--- config.mk ---
export PLATFORM = sky130hd
export DESIGN_NAME = router_sync_ctrl
export DESIGN_NICKNAME = d
export VERILOG_FILES = /design/src/rtl/router_sync_ctrl.sv
export SDC_FILE = /design/constraint.sdc
export NUM_CORES = 1
export LEC_CHECK = 0
export ABC_CLOCK_PERIOD_IN_PS = 2600
export BUFFER_PORTS_ARGS = -buffer_cell sky130_fd_sc_hd__buf_2
export CORE_UTILIZATION = 53
export DETAILED_ROUTE_END_ITERATION = 12
export PLACE_DENSITY = 0.81
export SYNTH_ARGS = -nofsm -noshare
export SYNTH_HDL_FRONTEND = slang
export SYNTH_SLANG_ARGS = --single-unit
export TNS_END_PERCENT = 50
--- constraint.sdc ---
create_clock -name clk -period 2.6 [get_ports clk]
set_input_delay 0.78 -clock clk [delete_from_list [all_inputs] [get_ports clk]]
set_output_delay 0.78 -clock clk [all_outputs]
set_load 0.02 [all_outputs]
--- src/rtl/router_sync_ctrl.sv ---
// Router synchroniser: latches the destination port, steers FIFO write enables and full flags,
// and flushes any output FIFO whose data has sat unread for TIMEOUT consecutive cycles.
module router_sync_ctrl #(
   parameter int TIMEOUT = 30,
   parameter int CW      = 5
) (
   input  logic       clk,
   input  logic       resetn,
   input  logic       detect_add,
   input  logic [1:0] data_in,
   input  logic       write_enb_reg,
   input  logic       read_enb_0,
   input  logic       read_enb_1,
   input  logic       read_enb_2,
   input  logic       empty_0,
   input  logic       empty_1,
   input  logic       empty_2,
   input  logic       full_0,
   input  logic       full_1,
   input  logic       full_2,
   output logic [2:0] write_enb,
   output logic       fifo_full,
   output logic       vld_out_0,
   output logic       vld_out_1,
   output logic       vld_out_2,
   output logic       soft_reset_0,
   output logic       soft_reset_1,
   output logic       soft_reset_2
);

   localparam logic [CW-1:0] LAST = CW'(TIMEOUT - 1);

   logic [1:0]         addr_q;
   logic [2:0]         read_enb;
   logic [2:0]         empty;
   logic [2:0]         stall;
   logic [2:0]         soft_reset;
   logic [2:0][CW-1:0] cnt;

   assign read_enb = {read_enb_2, read_enb_1, read_enb_0};
   assign empty    = {empty_2, empty_1, empty_0};

   assign vld_out_0 = ~empty_0;
   assign vld_out_1 = ~empty_1;
   assign vld_out_2 = ~empty_2;

   // A port stalls when it has data that nobody is reading.
   assign stall = ~empty & ~read_enb;

   assign soft_reset_0 = soft_reset[0];
   assign soft_reset_1 = soft_reset[1];
   assign soft_reset_2 = soft_reset[2];

   always_ff @(posedge clk or negedge resetn) begin
      if (!resetn) begin
         addr_q <= 2'b00;
      end else if (detect_add) begin
         addr_q <= data_in;
      end
   end

   // Decode uses the registered address, so a capture only affects the following cycle.
   always_comb begin
      write_enb = 3'b000;
      fifo_full = 1'b0;
      case (addr_q)
         2'b00: begin
            write_enb = {2'b00, write_enb_reg};
            fifo_full = full_0;
         end
         2'b01: begin
            write_enb = {1'b0, write_enb_reg, 1'b0};
            fifo_full = full_1;
         end
         2'b10: begin
            write_enb = {write_enb_reg, 2'b00};
            fifo_full = full_2;
         end
         default: begin
            write_enb = 3'b000;
            fifo_full = 1'b0;
         end
      endcase
   end

   // Per-port stall counters; the flush pulse fires on the TIMEOUT-th stalled edge and the window restarts.
   always_ff @(posedge clk or negedge resetn) begin
      if (!resetn) begin
         cnt        <= '0;
         soft_reset <= 3'b000;
      end else begin
         for (int i = 0; i < 3; i++) begin
            if (!stall[i]) begin
               cnt[i]        <= '0;
               soft_reset[i] <= 1'b0;
            end else if (cnt[i] == LAST) begin
               cnt[i]        <= '0;
               soft_reset[i] <= 1'b1;
            end else begin
               cnt[i]        <= cnt[i] + CW'(1);
               soft_reset[i] <= 1'b0;
            end
         end
      end
   end

endmodule

==> results by group <==
Run status
  – Result of the run: completed

STA
  – Worst Skew: 0.001785 ns
  – Setup_tns: 0 ns
  – Crit share post-route: between 70% and 80%
  – Worst rel slew slack: 71.75%
  – Highest Clock Rate: about 0.5 GHz
  – Measured slew at the worst slew-check pin: 0.4238 ns
  – Endpoints failing hold: 0
  – Tmin final: about 2 ns
  – Final-report max-slew violation count: 0
  – Unrepaired setup endpoints after global routing: no
  – Setup violation total in the final timing report: 0

Power and ir drop
  – Clock group share of total power: approximately 31%
  – Maximum vdd ir drop: 0.0002917 V
  – Internal power contribution: 0.4280 mW
  – Leak Pwr: 0.5571 nW
  – Total design power: 0.5574 mW
  – Power density cells: 523.5 nW/um^2
  – Relative contribution of combinational cells to total power: 10.3%
  – Sequential cell fraction of total power: 58.7%
  – Switching component of the power: 0.1295 mW
  – Switching share of power: 23.22%

Worst setup path
  – Nature of the critical path endpoint: primary output
  – Startpoint-to-endpoint class of the critical path: primary input to primary output
  – Crit path launch type: primary input
  – Arrival time reported for the critical path endpoint: 1.23 ns
  – Highest net fanout along the worst path: 3
  – Required time of the critical path: ~1.8 ns

Job
  – Max-cap viol count: 0

Final layout
  – Share of final-layout standard cells stronger than drive strength 1: 27.03%
  – Non-Filler Cell Area, Final: 1065 sq um
  – Syn-to-layout area delta: 19.86%
  – Fill cell count: 129
  – Final Net Count: 133
  – Number of antenna repair diodes: 0

Synth
  – Number of cells produced by synthesis: between 80 and 90
  – Netlist area before placement: between 800 and 900 sq um
  – Syn Area/Cell: 10.70 sq um
  – Net Count, Synth: 104
  – Fraction of the yosys area taken by sequential cells: between 50% and 60%
  – FF+latch count, synth: 20
  – Library cells used by synthesis: 16
  – Number of warnings printed during yosys synthesis: 0

Clock tree
  – Buffer type at the clock tree root: sky130_fd_sc_hd__clkbuf_4
  – Number of buffers added by the clock tree synthesis step: 3
  – Number of resized instances in the post-cts repair step: 0
  – Hold buffers post-CTS: 0
  – Clock latency on the worst-skew pair: ~0.29 ns
  – Clock tree from TritonCTS: yes
  – Clock transition at path regs: 0.11 ns
  – Post-CTS repair timing setup buffer count: 0
  – H-tree levels: 1
  – CTS sink count: 20
  – Maximum number of buffers from clock root to sink: 2

Min path
  – Worst min-delay path class: primary input to asynchronous set/reset pin

Floorplanning
  – Die X: 42.94 microns
  – Floorplan die area: 1844 sq um
  – Effective utilization at floorplan: around 58%
  – Total number of placement rows: 14
  – Die outline height: 42.94 microns
  – Floorplan Core Area: 1541 sq um
  – Count of boundary I/O pins: 25

Route
  – Detailed route wirelength on metal3: roughly 70 microns
  – Uppermost signal routing layer after detailed routing: met4
  – Overall via count from detail_route: 674
  – Post-route antenna net violation count: 0
  – Per-cell via count in the routed design: 5.307
  – Count of routing violations after the opening detailed-route iteration: 3
  – Total wire length after detailed routing: ~1500 microns
  – Residual DRC: 0
  – Met2 layer wire length in the routed design: 825 microns
  – Routed met1 length: 572 microns
  – Average detailed-routed wire length per instance: 11.65 microns
  – Total iterations of the first detailed-routing run: 3

GRT
  – GR Util All Layers: 17.93%
  – Vias in the first global route: 640
  – Gr ovfl total: 0
  – Antenna violations before repair: 0
  – Wire length of the first global-routing pass: 2428 microns
  – Pin count of the biggest net entering global routing: 21

Placed design
  – Placed wire-length estimate after detailed placement: roughly 1100 microns
  – Placed inst area: 1028 sq um
  – Port Buf Inserts: 24
  – Gpl congestion: 0.7457
[flip-flops by register name (all words and copies together), names as in the netlist]
name and count:
soft_reset 3, cnt 15, addr_q 2
[power by group through the flow]
stage / Combinational [mW] / Clock, mW / Sequential (mW)
2_1_floorplan: 0.0303 / 0 / 0.331
3_3_place_gp: 0.0567 / 0 / 0.332
3_5_place_dp: 0.0584 / 0 / 0.333
4_1_cts: 0.0587 / 0.181 / 0.327
5_1_grt: 0.0636 / 0.193 / 0.329
6_report: 0.0576 / 0.173 / 0.327
[worst max-delay path, cell delays in order]
cell and delay, ns:
sky130_fd_sc_hd__buf_2 0.09, sky130_fd_sc_hd__nor3b_1 0.17, sky130_fd_sc_hd__buf_2 0.19
[cells in the mapped netlist]
cell                       number  area share [%]
sky130_fd_sc_hd__mux2_2         2             2.5
sky130_fd_sc_hd__nor3_1         3             1.7
sky130_fd_sc_hd__ha_1           6             8.5
sky130_fd_sc_hd__nand3b_1       1            0.85
sky130_fd_sc_hd__xnor2_1        3             3.0
sky130_fd_sc_hd__xor2_1         6             5.9
sky130_fd_sc_hd__nand2_1        4             1.7
sky130_fd_sc_hd__nor2_1        19             8.0
sky130_fd_sc_hd__nand4_1        3             2.1
sky130_fd_sc_hd__inv_1          6             2.5
sky130_fd_sc_hd__nand3_1        6             3.4
sky130_fd_sc_hd__o21ai_1        1            0.56
sky130_fd_sc_hd__nor3b_1        1            0.85
sky130_fd_sc_hd__and3b_1        1            0.99
sky130_fd_sc_hd__mux2i_1        1             1.1
sky130_fd_sc_hd__dfrtp_1       20              56
[per-stage QoR]
stage	std cells	worst slack, ns	hold WS [ns]	utilization (%)
after floorplan	83	0.5187	0.4604	-
after global placement	123	0.6099	0.4752	66.72
after detailed placement	123	0.5898	0.4870	66.72
after CTS	127	0.5898	0.4161	69.07
after global routing	127	0.5406	0.4200	69.07
final	127	0.5925	0.4075	69.07
[area by class of cell]
type	count	area, sq um	area share (%)
Tap cell	16	20.02	1.880
Timing Repair Buffer	24	120.1	11.28
Multi-Input combinational cell	57	365.4	34.31
Sequential cell	20	500.5	47.00
Inverter	6	22.52	2.115
Clock buffer	4	36.28	3.408
[cell usage in the layout (no fill, tap or decap), drive strengths merged]
master	count
nor3	3
nor2	19
o21ai	1
ha	6
buf	24
nand3b	1
nand4	3
nand3	6
nand2	4
and3b	1
clkbuf	4
xnor2	3
mux2i	1
mux2	2
nor3b	1
dfrtp	20
inv	6
xor2	6
[cells by family after synthesis]
family	count (synthesis)	share of synthesized area [%]
mux	3	3.662
flops	20	56.34
buf+inv	6	2.535
simple gates	38	19.58
xor+xnor	9	8.874
compound gates	1	0.5628
fa+ha+maj	6	8.450
[path summary, 6_finish.rpt]
check,startpoint,to,slack (ns),cells after the start
setup / recovery,write_enb_reg,write_enb[0],0.59,3
hold / removal,resetn,cnt[2]$_DFF_PN0_,0.41,1
setup reg to reg,cnt[5]$_DFF_PN0_,cnt[7]$_DFF_PN0_,1.51,4
hold reg to reg,cnt[0]$_DFF_PN0_,cnt[0]$_DFF_PN0_,0.50,1
max in group asynchronous,resetn,cnt[10]$_DFF_PN0_,1.90,1
min in group clk,cnt[0]$_DFF_PN0_,cnt[0]$_DFF_PN0_,0.50,1
[metal layers]
layer | vias to the layer above | GRT usage [%]
met5 | - | 0
met4 | 0 | 7.273
met2 | 16 | 34.85
met3 | 2 | 4.255
li1 | 328 | -
met1 | 328 | 17.71
Note: power is estimated with default switching activity, not from simulation.
